## config.mk

```make
export PLATFORM = sky130hd
export DESIGN_NAME = bcd_display_mux_flat
export DESIGN_NICKNAME = d
export VERILOG_FILES = /design/src/rtl/bcd_display_mux_if.sv /design/src/rtl/bcd_display_mux.sv /design/src/flat_wrapper.sv
export SDC_FILE = /design/constraint.sdc
export NUM_CORES = 1
export LEC_CHECK = 0
export CORE_MARGIN = 4
export CORE_UTILIZATION = 47
export CTS_CLUSTER_SIZE = 28
export DETAILED_ROUTE_END_ITERATION = 7
export PLACE_DENSITY = 0.86
export SETUP_SLACK_MARGIN = 0.02
export SYNTH_ARGS = -nofsm -noshare
export SYNTH_HDL_FRONTEND = slang
export SYNTH_SLANG_ARGS = --single-unit
```

## constraint.sdc

```tcl
create_clock -name clk -period 2.08 [get_ports clk]
set_input_delay 0.416 -clock clk [delete_from_list [all_inputs] [get_ports clk]]
set_output_delay 0.416 -clock clk [all_outputs]
set_load 0.02 [all_outputs]
```

## src/rtl/bcd_display_mux_if.sv

```systemverilog
// ============================================================================
// Module      : bcd_display_mux_if
// Description : Digit/control inputs and display outputs of bcd_display_mux.
// Revision    : 1.0 - initial release
// ============================================================================
`default_nettype none

interface bcd_display_mux_if;
  logic [15:0] digits_in;
  logic        blank_lz;
  logic [3:0]  blink_mask;
  logic        blink_tick;
  logic [6:0]  seg_out;
  logic        dp_out;
  logic [3:0]  digit_sel;

  modport master (
    output digits_in,
    output blank_lz,
    output blink_mask,
    output blink_tick,
    input  seg_out,
    input  dp_out,
    input  digit_sel
  );

  modport slave (
    input  digits_in,
    input  blank_lz,
    input  blink_mask,
    input  blink_tick,
    output seg_out,
    output dp_out,
    output digit_sel
  );
endinterface

`default_nettype wire

```

## src/rtl/bcd_display_mux.sv

```systemverilog
// ============================================================================
// Module      : bcd_display_mux
// Description : Four-digit multiplexed 7-segment driver with per-frame
//               snapshot, anti-ghost blanking, blink, leading-zero blanking.
// Revision    : 1.0 - initial release
// ============================================================================
`default_nettype none

module bcd_display_mux #(
  parameter int REFRESH_DIV  = 1024,
  parameter int BLANK_CYCLES = 16
) (
  input  wire logic         clk,
  input  wire logic         reset,
  bcd_display_mux_if.slave  bus
);

  localparam int                CNT_W      = $clog2(REFRESH_DIV);
  localparam logic [CNT_W-1:0]  C_CNT_LAST = CNT_W'(REFRESH_DIV - 1);
  localparam logic [CNT_W-1:0]  C_BLANK    = CNT_W'(BLANK_CYCLES);

  logic [CNT_W-1:0] r_cnt;
  logic [1:0]       r_idx;
  logic [15:0]      r_snap;
  logic             r_phase;
  logic [6:0]       r_seg;
  logic             r_dp;
  logic [3:0]       r_sel;

  logic             w_slot_last;
  logic             w_frame_end;
  logic             w_lit;
  logic [3:0]       w_digit;
  logic [6:0]       w_decode;
  logic [6:0]       w_seg;
  logic             w_dp;
  logic [3:0]       w_sel;

  assign w_slot_last = (r_cnt == C_CNT_LAST);
  assign w_frame_end = w_slot_last && (r_idx == 2'd3);
  assign w_lit       = (r_cnt >= C_BLANK);
  assign w_digit     = r_snap[{r_idx, 2'b00} +: 4];

  // Non-BCD codes show a dash so a corrupted register is visible on the display.
  always_comb begin
    w_decode = 7'h40;
    case (w_digit)
      4'd0:    w_decode = 7'h3F;
      4'd1:    w_decode = 7'h06;
      4'd2:    w_decode = 7'h5B;
      4'd3:    w_decode = 7'h4F;
      4'd4:    w_decode = 7'h66;
      4'd5:    w_decode = 7'h6D;
      4'd6:    w_decode = 7'h7D;
      4'd7:    w_decode = 7'h07;
      4'd8:    w_decode = 7'h7F;
      4'd9:    w_decode = 7'h6F;
      default: w_decode = 7'h40;
    endcase
  end

  always_comb begin
    w_sel = 4'b0000;
    w_seg = 7'h00;
    w_dp  = 1'b0;
    if (w_lit) begin
      w_sel = 4'b0001 << r_idx;
      w_dp  = (r_idx == 2'd2) && !r_phase;
      if (r_phase && bus.blink_mask[r_idx]) begin
        w_seg = 7'h00;
      end else if ((r_idx == 2'd3) && bus.blank_lz && (w_digit == 4'd0)) begin
        w_seg = 7'h00;
      end else begin
        w_seg = w_decode;
      end
    end
  end

  always_ff @(posedge clk or posedge reset) begin
    if (reset) begin
      r_cnt   <= '0;
      r_idx   <= 2'd0;
      r_snap  <= 16'h0000;
      r_phase <= 1'b0;
      r_seg   <= 7'h00;
      r_dp    <= 1'b0;
      r_sel   <= 4'b0000;
    end else begin
      if (w_slot_last) begin
        r_cnt <= '0;
        r_idx <= r_idx + 2'd1;
      end else begin
        r_cnt <= r_cnt + 1'b1;
      end
      if (w_frame_end) begin
        r_snap <= bus.digits_in;
      end
      if (bus.blink_tick) begin
        r_phase <= ~r_phase;
      end
      r_seg <= w_seg;
      r_dp  <= w_dp;
      r_sel <= w_sel;
    end
  end

  assign bus.seg_out   = r_seg;
  assign bus.dp_out    = r_dp;
  assign bus.digit_sel = r_sel;

endmodule

`default_nettype wire

```

## src/flat_wrapper.sv

```systemverilog
// flat-port wrapper written by rule: the top's interface ports become plain ports
module bcd_display_mux_flat 
#(
  parameter int REFRESH_DIV  = 1024,
  parameter int BLANK_CYCLES = 16
)
  (clk, reset, bus_digits_in, bus_blank_lz, bus_blink_mask, bus_blink_tick, bus_seg_out, bus_dp_out, bus_digit_sel);
  bcd_display_mux_if bus_i ();
  input  wire logic clk;
  input  wire logic reset;
  input wire logic [$bits(bus_i.digits_in)-1:0] bus_digits_in;
  input wire logic [$bits(bus_i.blank_lz)-1:0] bus_blank_lz;
  input wire logic [$bits(bus_i.blink_mask)-1:0] bus_blink_mask;
  input wire logic [$bits(bus_i.blink_tick)-1:0] bus_blink_tick;
  output wire logic [$bits(bus_i.seg_out)-1:0] bus_seg_out;
  output wire logic [$bits(bus_i.dp_out)-1:0] bus_dp_out;
  output wire logic [$bits(bus_i.digit_sel)-1:0] bus_digit_sel;
  assign bus_i.digits_in = bus_digits_in;
  assign bus_i.blank_lz = bus_blank_lz;
  assign bus_i.blink_mask = bus_blink_mask;
  assign bus_i.blink_tick = bus_blink_tick;
  assign bus_seg_out = bus_i.seg_out;
  assign bus_dp_out = bus_i.dp_out;
  assign bus_digit_sel = bus_i.digit_sel;
  bcd_display_mux #(.REFRESH_DIV(REFRESH_DIV), .BLANK_CYCLES(BLANK_CYCLES)) u_core (.clk(clk), .reset(reset), .bus(bus_i));
endmodule
```

### Word-level counts from Yosys, hierarchy flattened

Memories as Yosys holds them, arrays and structs flattened.
Index checks and enable logic that the tools add are counted.

* flip-flop bits (word level): 41
* latch bits: 0
* RAM bits: 0
* memory bits (read-only): 112
* input bits: 24
* output and inout bits: 12
* word-level logic and storage cells: 33
* memories kept: 1

* add/subtract/negate cells: 2
* $mul: 0
* divide/modulo/power cells: 0
* magnitude comparators: 2
* eq/ne operators: 3
* shift-type cells: 2
* muxes and demuxes: 8
* bitwise logic cells: 1
* reductions and logical operators: 7

Memory list
* (name not given): depth 16, width 7, rd ports 1, clocked after Yosys merged registers in 0, wr ports 0, RTL line bcd_display_mux.sv:47 `case (w_digit)`

Operators with widths (number)
* two-way mux 7 bit: 3
* indexed part select 16 x 5 -> 4 bit: 1
* adder 10 x 1 -> 10 bit (second input constant): 1
* equality test 10 bit (second input constant): 1
* >= comparator 10 x 5 -> 1 bit (second input constant): 1
* two-way mux 10 bit: 1
* logical AND 1 bit: 5
* equality test 2 bit (second input constant): 2
* zero test 4 bit: 1
* two-way mux 4 bit: 1
* << shifter 1 x 2 -> 4 bit (first input constant): 1
* < comparator 2 x 3 -> 1 bit (second input constant): 1
* adder 2 x 1 -> 2 bit (second input constant): 1
* binary-select mux 1 bit (select 2 bit): 1
* two-way mux 1 bit: 2
* zero test 1 bit: 1
* inverter 1 bit: 1

### Depth between registers and ports, before layout

* word-level depth: 6
* mapped depth: 8
* mapped depth without buffers: 7

### Least setup slack after synthesis

OpenSTA, ideal clock, no wires.

* path type: register -> register
* start point: register u_core.r_idx[0]
* end point: register u_core.r_seg[0] (netlist: u_core.bus.seg_out[0])
* library setup time: 138 ps
* arrival time: 1922 ps
* required time: 1942 ps
* path slack: 19 ps
* stages on the path, launching flop included: 8
* path buffers: 1
* clock period less this slack: 2061 ps
* cells stage by stage: dfrtp_1 buf_4 mux4_2 inv_1 ha_1 nand3_1 o311ai_4 nor3_1

* cells in the longest elaborated chain, start to end: 6
* elaborated cells between the ends (all ways): 12
* classes of those cells: eq/ne (1); shift (1); mux (5); reduce/logical (4); memory (1)

Ends and longest elaborated chain
* from (decl): RTL line bcd_display_mux.sv:23 `logic [1:0] r_idx;`
* from (signal assigned): RTL line bcd_display_mux.sv:91 `r_idx <= r_idx + 2'd1;`
* parallel branches: the longest is 4 deep, another holds memory (16 x 7 bit)
* two-way mux 7 bit *: RTL line bcd_display_mux.sv:69 `if (r_phase && bus.blink_mask[r_idx]) begin`
* two-way mux 7 bit *: RTL line bcd_display_mux.sv:66 `if (w_lit) begin`
* net u_core.w_seg[0]: RTL line bcd_display_mux.sv:35 `logic [6:0] w_seg;`
* to (signal assigned): RTL line bcd_display_mux.sv:101 `r_seg <= w_seg;`
* to (decl): RTL line bcd_display_mux.sv:26 `logic [6:0] r_seg;`

Mark *: on every way through the listed nets, which the timed path passes. The select of a mux whose other input is x is not followed.
A chain may end at the register's enable or synchronous reset.

### Worst setup path after layout

* start point: register u_core.r_idx[0]
* end point: register u_core.r_seg[1] (netlist: u_core.bus.seg_out[1])

Same word-level chain as after synthesis.

==> reports/qor.yml <==
sta:
  max_slew_margin_pct: 65.9
  worst_slack_ps: 97.0
  setup_viol_count_final: 0
  rsz0062_at_grt: "no"
  fin_setup_tns_ps: 0
  fin_crit_sh_pct: 95.3
  finClkSkew_ps: 14.3
  timing.fmax_mhz: 504
  fin_crit_ps: 1980
  slew_violations: 0
  report.final.hold_viol_count: 0
  tightest_slew_ps: 511
drt:
  drc_errors: 0
  post_drt_wl_per_cell_um: 14.2
  vias_per_cell: 5.12
  dr.pass1.iters: 4
  drt-initial-drc-count: 87
  vias: 1295
  wl_mm: 3.60
  antenna_left: 0
grt:
  grt_overflow: 0
  grt_pass1_wl_mm: 5.81
  gr-usage-all-layers_pct: 14.4
  grt_start_max_net_pins: 42
  antenna_found_initial: 0
  grt_pass1_vias: 1217
clock_network:
  cts_buffer_depth: 2
  cts_made_buffers: 5
  cts_tree: "built"
  insertion_delay_ps: 300
  h-tree-depth: 2
  cts-root-buf: "clkbuf_8"
  path_clk_slew_ps: 80
  cts_sinks: 41
yosys:
  synthesis.nets: 189
  ys_seq_area_share_pct: 50.9
  synthCells: 154
  synth_area_um2: 2020
  synth_top_family_by_area: "multiplexers"
  synth_compound_area_share_pct: 6.15
  ys_types: 38
  yosys_warnings: 0
  synth-xor-area-share_pct: 3.48
  synth_fa_ha_area_share_pct: 6.83
  syn_area_per_cell_um2: 13.1
  synthMuxAreaShare_pct: 16.9
  yosys_register_bits: 41
  synth_simple_gate_area_share_pct: 12.0
power_and_ir_drop:
  p_leak_uw: 0.00116
  switchingPower_uw: 419
  clockPowerShare_pct: 33.0
  intPower_uw: 1300
  p_seq_share_pct: 50.9
  combPwrFrac_pct: 16.0
  vdd_drop_max_v: 0.000364
  pwr_density_cell_nw_per_um2: 667
  swShare_pct: 24.3
critical_path:
  cp_max_fo: 7
  crit_type: "flip-flop to flip-flop"
  arrival_ps: 2160
  reg2reg_slack_ps: 100
  reg2reg_depth: 6
  end_kind: "flip-flop"
  rr_endpoint: "u_core.bus.seg_out[1]$_DFF_PP0_"
  r2r-start: "u_core.r_idx[0]$_DFFE_PP0N_"
  start_kind: "flip-flop"
  critPathRequiredTime_ps: 2260
cells_and_area:
  fin_util_pct: 63.1
  synthToLayoutAreaGrowth_pct: 27.9
  drive_gt1_share_pct: 24.1
  insertedDiodeCount: 0
  layout_commonest_cell: "dfrtp_1"
  layout.nets: 237
  final_cell_mix: "dfrtp_1, clkdlybuf4s50_1"
  fin_cells: 253
place:
  hpwl_mm: 2.47
  port_buffers: 35
  pre_cts_ws_ps: 11.6
  dp_cells: 240
  gp_congestion: 0.835
die:
  rows: 23
  die_h_um: 73.5
  initial_core_util_pct: 49.3
  core_area_um2: 4090
  die_w_um: 73.5
  die-area_um2: 5400
  pin_count: 36
worst_hold_path:
  min_to: "u_core.bus.dp_out$_DFF_PP0_"
  hp-class: "flip-flop to flip-flop"
  hold_depth: 1
  min_from: "u_core.r_phase$_DFFE_PP0P_"
status:
  status: "complete, no violations"
job:
  drv_cap: 0
-- power by group through the flow --
stage,sequential [uW],clock (uW),combinational (uW)
after global placement,889,0,263
final,875,568,276
after CTS,876,579,268
after global routing,881,608,297
after floorplan,923,0,110
after detailed placement,892,0,266
-- flip-flops by register name, summed over array words and instances, names as in the netlist --
signal,cells
u_core.bus.digit_sel,4
u_core.bus.dp_out,1
u_core.bus.seg_out,7
u_core.r_cnt,10
u_core.r_idx,2
u_core.r_phase,1
u_core.r_snap,16
-- layout make-up --
cell class | count | area (um^2)
tap | 50 | 62.6
sequential | 41 | 1030
multi-input combinational | 98 | 921
fill | 286 | 1510
timing repair buffer | 45 | 425
inverter | 11 | 41.3
clock buffer | 7 | 96.3
clock inverter | 1 | 5.00
-- critical path, stage by stage (launching register included) --
cell and delay (ps):
dfrtp_1 410, mux4_2 560, inv_2 100, ha_2 200, nand3_2 80, o311ai_4 410, nor2_1 110
-- logic make-up after synthesis --
group                    after synthesis
flip-flops                            41
multiplexers                          22
buffers and inverters                 15
XOR/XNOR                               8
AND/OR/NAND/NOR                       41
adder cells (fa/ha/maj)               11
AO/OA/AOI/OAI                         16
-- how the worst max path moves through the flow --
stage	start	endpoint	slack [ps]	cells after the start
floorplan	u_core.r_idx[0]$_DFFE_PP0N_	u_core.bus.seg_out[1]$_DFF_PP0_	40	7
global placement	u_core.r_idx[0]$_DFFE_PP0N_	u_core.bus.seg_out[2]$_DFF_PP0_	100	6
detailed placement	u_core.r_idx[0]$_DFFE_PP0N_	u_core.bus.seg_out[2]$_DFF_PP0_	10	6
CTS	u_core.r_idx[0]$_DFFE_PP0N_	u_core.bus.seg_out[2]$_DFF_PP0_	50	6
global route	u_core.r_idx[0]$_DFFE_PP0N_	u_core.bus.seg_out[1]$_DFF_PP0_	4	6
finish	u_core.r_idx[0]$_DFFE_PP0N_	u_core.bus.seg_out[1]$_DFF_PP0_	100	6
-- layer usage --
| metal | share of wire [%] | track usage (%) | vias to the layer above |
|---|---|---|---|
| met5 | 0 | 0 | - |
| met4 | 2.4 | 7.85 | 0 |
| met1 | 45 | 19.4 | 628 |
| met2 | 46 | 21.0 | 36 |
| met3 | 6.3 | 3.97 | 5 |
| li1 | - | - | 626 |
-- what timing repair did --
action                                  4_1_cts  5_1_grt
hold buffers                                  0        0
pin swaps                                     1        2
cloned                                        0        0
setup buffers                                 0        6
endpoints found under the setup margin        1        7
resized for setup                             0        3
-- through the flow --
step                instance area [um^2]  total power, uW  hold WS (ps)
floorplan                           2020             1030           443
detailed placement                  2430             1160           472
finish                              2580             1720           478
CTS                                 2530             1720           482
global route                        2580             1790           512
global placement                    2430             1150           463
-- cell usage after synthesis --
| library cell | count | share of area (%) |
|---|---|---|
| mux2_4 | 10 | 7.4 |
| a211oi_1 | 2 | 0.74 |
| o311ai_4 | 1 | 1.3 |
| a31oi_1 | 1 | 0.31 |
| nor2_1 | 10 | 1.9 |
| mux2i_1 | 1 | 0.50 |
| xor2_1 | 3 | 1.3 |
| a21oi_2 | 1 | 0.43 |
| nor2b_1 | 1 | 0.31 |
| nor3b_1 | 1 | 0.37 |
| nor3_1 | 2 | 0.50 |
| o21ai_0 | 4 | 0.99 |
| mux2_2 | 6 | 3.4 |
| and2_1 | 4 | 1.2 |
| inv_1 | 10 | 1.9 |
| mux4_2 | 5 | 5.6 |
| nand3_1 | 4 | 0.99 |
| o21a_1 | 1 | 0.37 |
| buf_6 | 2 | 1.1 |
| or4_1 | 1 | 0.37 |
| buf_4 | 1 | 0.37 |
| o21ai_1 | 1 | 0.25 |
| nor4_1 | 1 | 0.31 |
| nor4_4 | 1 | 1.1 |
| nand2_1 | 7 | 1.3 |
| buf_2 | 1 | 0.25 |
| a21oi_1 | 4 | 0.99 |
| nand2b_1 | 3 | 0.93 |
| nand3_4 | 1 | 0.87 |
| ha_1 | 11 | 6.8 |
| clkinv_1 | 1 | 0.19 |
| nand4_1 | 2 | 0.62 |
| or3_1 | 1 | 0.31 |
| xnor2_1 | 5 | 2.2 |
| dfrtp_1 | 41 | 51 |
| a221oi_2 | 1 | 0.74 |
| and2b_1 | 1 | 0.37 |
| nand2_4 | 1 | 0.56 |
Power figures use the tool's default switching activity.
